[src/rtl/miriscv_opcodes_pkg.sv]
// miriscv_opcodes_pkg: RV32I major opcodes (instr[6:2]), decode-buffer entry type and legality helper.
package miriscv_opcodes_pkg;

    localparam int XLEN = 32;

    localparam logic [4:0] S_OPCODE_LOAD     = 5'b00000;
    localparam logic [4:0] S_OPCODE_MISC_MEM = 5'b00011;
    localparam logic [4:0] S_OPCODE_OPIMM    = 5'b00100;
    localparam logic [4:0] S_OPCODE_AUIPC    = 5'b00101;
    localparam logic [4:0] S_OPCODE_STORE    = 5'b01000;
    localparam logic [4:0] S_OPCODE_OP       = 5'b01100;
    localparam logic [4:0] S_OPCODE_LUI      = 5'b01101;
    localparam logic [4:0] S_OPCODE_BRANCH   = 5'b11000;
    localparam logic [4:0] S_OPCODE_JALR     = 5'b11001;
    localparam logic [4:0] S_OPCODE_JAL      = 5'b11011;
    localparam logic [4:0] S_OPCODE_SYSTEM   = 5'b11100;

    typedef struct packed {
        logic [XLEN-1:0] instr;
        logic [XLEN-1:0] pc;
        logic [XLEN-1:0] imm;
        logic            illegal;
    } decbuf_entry_t;

    function automatic logic op_supported(input logic [4:0] op);
        return op inside {S_OPCODE_LUI, S_OPCODE_AUIPC, S_OPCODE_JAL, S_OPCODE_JALR,
                          S_OPCODE_BRANCH, S_OPCODE_LOAD, S_OPCODE_STORE, S_OPCODE_OPIMM,
                          S_OPCODE_OP, S_OPCODE_MISC_MEM, S_OPCODE_SYSTEM};
    endfunction

endpackage

[src/rtl/miriscv_imm.sv]
// miriscv_imm: sign-extended immediate by instruction format; zero for opcodes without one.
module miriscv_imm
    import miriscv_opcodes_pkg::*;
(
    input  logic [XLEN-1:0] instr_i,
    output logic [XLEN-1:0] imm_o
);

    logic [XLEN-1:0] i;

    assign i = instr_i;

    always_comb begin
        imm_o = '0;
        case (i[6:2])
            S_OPCODE_OPIMM, S_OPCODE_LOAD, S_OPCODE_JALR:
                imm_o = {{20{i[31]}}, i[31:20]};
            S_OPCODE_STORE:
                imm_o = {{20{i[31]}}, i[31:25], i[11:7]};
            S_OPCODE_BRANCH:
                imm_o = {{19{i[31]}}, i[31], i[7], i[30:25], i[11:8], 1'b0};
            S_OPCODE_LUI, S_OPCODE_AUIPC:
                imm_o = {i[31:12], 12'b0};
            S_OPCODE_JAL:
                imm_o = {{11{i[31]}}, i[31], i[19:12], i[20], i[30:21], 1'b0};
            default:
                imm_o = '0;
        endcase
    end

endmodule

[src/rtl/miriscv_decode_buf.sv]
// miriscv_decode_buf: fetch-to-decode instruction FIFO; immediate and illegal flag
// are computed on the write side so the decode side sees only registered values.
module miriscv_decode_buf
    import miriscv_opcodes_pkg::*;
#(
    parameter int DEPTH = 2
) (
    input  logic            clk_i,
    input  logic            arst_i,
    input  logic            flush_i,
    input  logic            fetch_valid_i,
    input  logic [XLEN-1:0] fetch_instr_i,
    input  logic [XLEN-1:0] fetch_pc_i,
    output logic            fetch_ready_o,
    output logic            dec_valid_o,
    input  logic            dec_ready_i,
    output logic [XLEN-1:0] dec_instr_o,
    output logic [XLEN-1:0] dec_pc_o,
    output logic [XLEN-1:0] dec_imm_o,
    output logic            dec_illegal_o
);

    localparam int PW = $clog2(DEPTH);
    localparam int CW = PW + 1;
    localparam logic [CW-1:0] FULL = CW'(DEPTH);

    decbuf_entry_t   mem [DEPTH];
    logic [CW-1:0]   count;
    logic [PW-1:0]   rd_ptr;
    logic [PW-1:0]   wr_ptr;
    logic [XLEN-1:0] imm;
    logic            push;
    logic            pop;
    logic            illegal;

    miriscv_imm u_imm (
        .instr_i (fetch_instr_i),
        .imm_o   (imm)
    );

    // ready depends only on the registered count, never on dec_ready_i
    assign fetch_ready_o = count < FULL;
    assign dec_valid_o   = (count != '0) & ~flush_i;
    assign push          = fetch_valid_i & fetch_ready_o & ~flush_i;
    assign pop           = dec_valid_o & dec_ready_i;
    assign illegal       = ~((fetch_instr_i[1:0] == 2'b11) & op_supported(fetch_instr_i[6:2]));

    assign dec_instr_o   = mem[rd_ptr].instr;
    assign dec_pc_o      = mem[rd_ptr].pc;
    assign dec_imm_o     = mem[rd_ptr].imm;
    assign dec_illegal_o = mem[rd_ptr].illegal;

    always_ff @(posedge clk_i or posedge arst_i) begin
        if (arst_i) begin
            count  <= '0;
            rd_ptr <= '0;
            wr_ptr <= '0;
            for (int k = 0; k < DEPTH; k++) mem[k] <= '0;
        end else if (flush_i) begin
            count  <= '0;
            rd_ptr <= '0;
            wr_ptr <= '0;
        end else begin
            if (push) mem[wr_ptr] <= '{instr: fetch_instr_i, pc: fetch_pc_i, imm: imm, illegal: illegal};
            wr_ptr <= wr_ptr + PW'(push);
            rd_ptr <= rd_ptr + PW'(pop);
            count  <= count + CW'(push) - CW'(pop);
        end
    end

endmodule
[config.mk]
export PLATFORM = sky130hd
export DESIGN_NAME = miriscv_decode_buf
export DESIGN_NICKNAME = d
export VERILOG_FILES = /design/src/rtl/miriscv_opcodes_pkg.sv /design/src/rtl/miriscv_imm.sv /design/src/rtl/miriscv_decode_buf.sv
export SDC_FILE = /design/constraint.sdc
export NUM_CORES = 1
export LEC_CHECK = 0
export ABC_AREA = 1
export CAP_MARGIN = 20
export CORE_ASPECT_RATIO = 1.2
export CORE_MARGIN = 2
export CORE_UTILIZATION = 51
export DETAILED_ROUTE_END_ITERATION = 12
export DONT_BUFFER_PORTS = 1
export GPL_TIMING_DRIVEN = 0
export HOLD_SLACK_MARGIN = 0.08
export PLACE_DENSITY = 0.77
export SLEW_MARGIN = 20
export SYNTH_ARGS = -nofsm -noshare
export SYNTH_HDL_FRONTEND = slang
export SYNTH_SLANG_ARGS = --single-unit
[constraint.sdc]
create_clock -name clk_i -period 12.2 [get_ports clk_i]
set_input_delay 1.83 -clock clk_i [delete_from_list [all_inputs] [get_ports clk_i]]
set_output_delay 1.83 -clock clk_i [all_outputs]
set_load 0.01 [all_outputs]
==> results of run 1 <==
[flip-flops by register name (all words and copies together) (netlist names)]
signal and flops:
count 2, wr_ptr 1, mem 194, rd_ptr 1
[cell usage in the layout (no fill, tap or decap), types with 2 or more instances in the layout]
master,synthesis,routed
buf_4,2,2
nor2_4,4,4
clkbuf_1,33,35
nand4_1,14,14
buf_2,29,29
nand2_2,11,11
o21ai_0,146,146
ha_1,4,4
inv_6,0,3
clkinvlp_4,0,3
nand3_2,3,3
dfrtp_1,198,198
bufinv_16,0,3
inv_1,98,97
buf_6,10,10
buf_1,2,2
nor2_1,48,48
nand2_1,684,684
a21oi_1,5,5
nand3_1,3,3
clkbuf_16,0,17
buf_16,0,2
clkbuf_8,0,4
[critical path: cells and delay by family, from the launching register on]
kind	cells	cell delay, ns
and+or+nand+nor	1	0.09
AOI/OAI and AO/OA	1	0.22
DFF	1	0.33
buffers and inverters	3	1.35
[cell families after synthesis]
kind of cell	share of synthesized area [%]
AOI/OAI and AO/OA	7.89
xor gates and xnor gates	0.183
adders and majority gates	0.523
buffers and inverters	8.22
DFF	51.7
and+or+nand+nor	31.4
[path summary, 6_finish.rpt]
kind                           from               to  slack, ns  cells past startpoint
setup / recovery             rd_ptr  dec_instr_o[18]       7.95                      5
hold / removal              mem[62]          mem[62]       0.47                      2
setup reg to reg           count[1]         mem[163]       9.68                      8
hold reg to reg             mem[62]          mem[62]       0.47                      2
max in group asynchronous    arst_i          mem[22]      10.20                      2
min in group asynchronous    arst_i         mem[138]       1.26                      1
[power by group through the flow]
stage | registers (mW) | logic, mW | clock network (mW)
after detailed placement | 0.954 | 0.432 | 0
after CTS | 0.943 | 0.436 | 0.604
final | 0.944 | 0.431 | 0.600
after floorplan | 0.930 | 0.330 | 0
after global placement | 0.945 | 0.416 | 0
after global routing | 0.965 | 0.500 | 0.631
[stage by stage]
stage / hold WS, ns / setup WS [ns] / cell area [µm²] / total power, mW / cells
6_report: 0.474 / 7.95 / 10600 / 1.98 / 1587
5_1_grt: 0.492 / 7.82 / 10600 / 2.10 / 1587
4_1_cts: 0.475 / 7.94 / 10600 / 1.98 / 1587
3_5_place_dp: 0.458 / 8.30 / 9950 / 1.39 / 1555
3_3_place_gp: 0.453 / 2.88 / 9890 / 1.36 / 1553
2_1_floorplan: 0.442 / 4.97 / 9580 / 1.26 / 1301
[per-layer routing]
metal | up-vias | share of wire (%) | track usage (%)
met1 | 3918 | 39 | 33.7
met3 | 57 | 8.5 | 9.22
met5 | - | 0 | 0
li1 | 3989 | - | -
met4 | 0 | 3.5 | 11.4
met2 | 278 | 49 | 46.0
[area by class of cell]
cell class | count | area share (%)
sequential | 198 | 46.8
multi-input combinational | 926 | 36.2
clock buffer | 23 | 4.61
buffer | 77 | 3.89
inverter | 100 | 3.62
tap | 252 | 2.98
clock inverter | 9 | 1.31
timing repair buffer | 2 | 0.520
==> metrics.md, run 1 <==
| Metric | Value |
|---|---|
| Comb pwr share | 21.8% |
| Boundary Pins | 168 |
| Worst EP arrival | about 2.4 ns |
| Synth Warn # | 0 |
| Top post-synthesis cells by count | nand2_1 (684), dfrtp_1 (198), o21ai_0 (146), inv_1 (98), nor2_1 (48) |
| HPWL after DPL | 18.9 mm |
| Post-synth EDFFs | 0 |
| Most common cell in the synthesized netlist | nand2_1 |
| Post-layout util | 57.8% |
| P&R area growth vs syn | 10.5% |
| Die W | 129 µm |
| CTS Buffer Depth | 2 |
| Antenna-violating nets left | 0 |
| Critical Path End Type | output port |
| Lkg Pwr | 5.73 nW |
| Drc violations | 0 |
| Initial antenna violation count | 0 |
| Unrepaired setup endpoints after global routing | false |
| Antenna diodes | 0 |
| RePlAce Congestion | 0.932 |
| Total GRT Usage | approximately 28% |
| Root Buffer Master | clkbuf_16 |
| Synth area leader | dfrtp_1 |
| Power per Cell Area | 187 nW/µm² |
| Hold Vio Cnt, Final | 0 |
| Fin crit period | 4.25 ns |
| Syn Inst Count | roughly 1300 |
| Class of the worst hold path | flip-flop to flip-flop |
| FP Rows | 54 |
| Clock Latency Late Sink | 0.44 ns |
| Core box area | 18300 µm² |
| PortBufs | 0 |
| Part of the cycle the worst path needs | 34.9% |
| Drt wl/cell | 16.5 µm |
| FFs w/ async S/R, synth | 100% |
| Final WL | 26.2 mm |
| Post-CTS sizing | 0 |
| Status | complete, no violations |
| Sequential element share of the synthesized area | 51.7% |
| Worst Max-Slew Pin Slew | about 0.6 ns |
| Total overflow reported by the global router | 0 |
| Area contributors post-synth | dfrtp_1 (52%), nand2_1 (27%), o21ai_0 (7.6%) |
| Critical path peak fanout | 10 |
| Crit Path Class | flip-flop to output port |
| Die Ht | ~150 µm |
| Hold buffers post-CTS | 0 |
| Share of the synthesized area in the top cell type | 51.7% |
| Area occupied by registers | about 5000 µm² |
| Slowest CP cell | clkbuf_1 |
| Final Setup Violations | 0 |
| Register bit total from synthesis | 198 |
| Final Net Count | 1395 |
| DRT iter0 DRCs | 699 |
| Fmax achieved | ~240 MHz |
| Critical-path cell list | clkbuf_1 -> clkbuf_1 -> buf_2 -> nand2_1 -> o21ai_0 |
| Drt via density | 5.19 |
| CTS tree | yes |
| Clock buffer count from CTS | 17 |
| Number of max-slew violations in the final report | 0 |
| Post-synth cell types | 24 |
| Vias after detailed routing | 8242 |
| Vias in the first global route | between 8000 and 9000 |
| Clock Pin Slew Worst Setup and Hold Paths | 0.07 ns |
| CP max stage delay | between 0.5 and 0.6 ns |
| H-tree levels | 4 |
| Filler cells | approximately 1700 |
| Multi-input logic area | 3830 µm² |
| Initial Util | between 50 and 60% |
| Post-CTS setup buffers | 0 |
| Internal Power | ~1.3 mW |
| Seq pwr share | 47.8% |
| Worst path required time | around 10 ns |
| First-pass GRT wire length | around 43 mm |
| Switch share | 32.9% |
| Share of layout cells above drive strength 1 | just over 7% |
| Max VDD drop | 0.116 mV |
| Largest net degree at the start of global routing | 81 |
| Syn Area/Cell | 7.36 µm² |
| DIE AREA | 19900 µm² |
| Top FF cell, synth | dfrtp_1 |
| Clock skew | 0.00959 ns |
| Psw | 0.649 mW |
| Syn_nets | 1374 |
| Critical Path Source Type | flip-flop |
| TritonRoute pass-1 iters | 7 |
| Clock Sinks | 198 |
| Max-Cap Viols | 0 |
| Final TNS setup | 0 ns |
| Cell mode on critical path | clkbuf_1 |
| Post-Syn Area | 9580 µm² |
| Clock power share | between 30% and 40% |
| Max-slew headroom | 60.0% |
No activity file was read; power rests on OpenSTA's default activity.
==> inputs of run 2 (changes only) <==
--- a/config.mk
+++ b/config.mk
@@ -14,7 +14,7 @@
 export DONT_BUFFER_PORTS = 1
 export GPL_TIMING_DRIVEN = 0
 export HOLD_SLACK_MARGIN = 0.08
-export PLACE_DENSITY = 0.77
+export PLACE_DENSITY = 0.8
 export SLEW_MARGIN = 20
 export SYNTH_ARGS = -nofsm -noshare
 export SYNTH_HDL_FRONTEND = slang
==> constraint.sdc (replaced) <==
create_clock -name clk_i -period 3.45 [get_ports clk_i]
set_input_delay 0.5175 -clock clk_i [delete_from_list [all_inputs] [get_ports clk_i]]
set_output_delay 0.5175 -clock clk_i [all_outputs]
set_load 0.01 [all_outputs]
==> run 2 against run 1 <==
Clock power grew to 3.2 times the previous value. Largest cell class unchanged. Sequential power rose to 3.5 times the previous value. Combinational power rose to 3.6 times the previous value.
==> metrics.md, run 2 (synthesized netlist as in run 1, its figures left out) <==
| Metric | Value |
|---|---|
| PortBufs | 0 |
| Largest net degree at the start of global routing | 35 |
| Total overflow reported by the global router | 0 |
| Design area | between 10000 and 15000 µm² |
| Drt via density | 5.19 |
| Part of the cycle the worst path needs | 89.0% |
| Die Ht | 154 µm |
| Worst EP arrival | 2.55 ns |
| Pre-CTS setup slack | 0.897 ns |
| Largest register FFs | between 150 and 200 |
| Max-Cap Viols | 0 |
| Most frequent cells in the layout | nand2_1 (684), dfrtp_1 (198), o21ai_0 (146) |
| Antenna-violating nets left | 0 |
| Post-CTS setup buffers | 0 |
| Setup slack, reg-to-reg | 0.97 ns |
| Critical path peak fanout | 10 |
| Critical Path Source Type | flip-flop |
| Worst r2r src | count[1] |
| Final Setup Violations | 0 |
| Hold Vio Cnt, Final | 0 |
| Biggest register | mem |
| Worst Max-Slew Pin Slew | 0.708 ns |
| Unrepaired setup endpoints after global routing | false |
| Fmax achieved | 326 MHz |
| Internal Power | 4.51 mW |
| Worst R2R Path Depth | 8 |
| Total GRT Usage | 27.4% |
| Post-placement cell area | between 10000 and 15000 µm² |
| Initial antenna violation count | 0 |
| H-tree levels | 4 |
| Antenna diodes | 0 |
| CTS tree | yes |
| Final Net Count | 1400 |
| Lkg Pwr | between 5 and 6 nW |
| CP endpoint | dec_pc_o[30] |
| Clock Latency Late Sink | 0.44 ns |
| Clock buffer count from CTS | 17 |
| Status | complete, no violations |
| Root Buffer Master | clkbuf_16 |
| FP Rows | 54 |
| Power per Cell Area | 641 nW/µm² |
| Clock Pin Slew Worst Setup and Hold Paths | 0.07 ns |
| Psw | around 2.3 mW |
| FF-to-FF End | mem[193] |
| TritonRoute pass-1 iters | 7 |
| Clock Sinks | 198 |
| Max-slew headroom | a little over half |
| Fin crit period | between 3 and 4 ns |
| Crit Path Class | flip-flop to output port |
| CTS Buffer Depth | 2 |
| Class of the worst hold path | input pin to flip-flop |
| DIE AREA | 19900 µm² |
| Biggest regs | mem (194), count (2) |
| First-pass GRT wire length | 42.2 mm |
| Fin Hold WS | 0.130 ns |
| Final TNS setup | 0 ns |
| Critical Path End Type | output port |
| Worst path required time | a little under 3 ns |
| Boundary Pins | 168 |
| Most common cell after layout, fill and taps aside | nand2_1 |
| Post-layout util | 57.9% |
| Share of layout cells above drive strength 1 | 7.39% |
| HPWL after DPL | between 15 and 20 mm |
| PnR worst setup slack | ~0.38 ns |
| Die W | 129 µm |
| Clock power share | about 28% |
| Vias after detailed routing | slightly above 8000 |
| Core box area | 18300 µm² |
| Vias in the first global route | 8109 |
| Comb pwr share | 22.7% |
| Max VDD drop | approximately 0.35 mV |
| Drc violations | 0 |
| CP startpoint | rd_ptr |
| Number of max-slew violations in the final report | 0 |
| Switch share | between 30% and 40% |
| RePlAce Congestion | about 0.98 |
| Clock skew | 0.0108 ns |
| Drt wl/cell | 16.4 µm |
| Seq pwr share | 49.1% |
| Final WL | 26.1 mm |
| P&R area growth vs syn | 10.6% |
| DRT iter0 DRCs | 598 |
| Initial Util | 52.3% |
run 2: through the flow:
stage,power [mW],instances
5_1_grt,7.20,1592
2_1_floorplan,4.46,1301
3_3_place_gp,4.81,1553
4_1_cts,6.82,1592
6_report,6.79,1592
3_5_place_dp,4.91,1559
run 2: layout make-up:
cell class	instances	area, µm²
Clock buffer	22	464
Buffer	77	412
Timing Repair Buffer	7	138
Inverter	100	379
Tap cell	252	315
Multi-Input combinational cell	926	3830
Sequential cell	198	4950
Fill cell	1711	7710
Clock inverter	10	97.6
run 2: worst min-delay path by stage:
stage	slack [ns]	from	endpoint	cells after the start
2_1_floorplan	0.44	mem[33]	mem[33]	2
3_3_place_gp	0.45	mem[82]	mem[82]	2
3_5_place_dp	0.46	mem[33]	mem[33]	2
4_1_cts	0.12	flush_i	count[0]	1
5_1_grt	0.12	flush_i	count[0]	1
6_report	0.13	flush_i	count[0]	1
run 2: timing repair:
action | in CTS | in global routing
gates resized for setup | 0 | 0
hold endpoints to repair | 24 | 0
hold buffers | 1 | 0
run 2: routing by layer:
layer / track usage (%) / vias up / part of all wire [%]
li1: - / 3998 / -
met1: 32.6 / 3892 / 39
met2: 45.0 / 309 / 48
met3: 8.87 / 61 / 8.9
met4: 12.4 / 0 / 3.8
met5: 0 / - / 0
run 2: power by group through the flow:
stage,clock network (mW),logic (mW),registers (mW)
2_1_floorplan,0,1.17,3.29
3_3_place_gp,0,1.47,3.34
3_5_place_dp,0,1.54,3.37
4_1_cts,1.93,1.56,3.33
5_1_grt,2.01,1.77,3.41
6_report,1.92,1.54,3.33
run 2: worst max-delay path, stage by stage (launching register included):
cell      delay (ns)
dfrtp_1         0.33
clkbuf_1        0.54
clkbuf_1        0.58
buf_2           0.36
nand2_1         0.07
o21ai_0         0.23
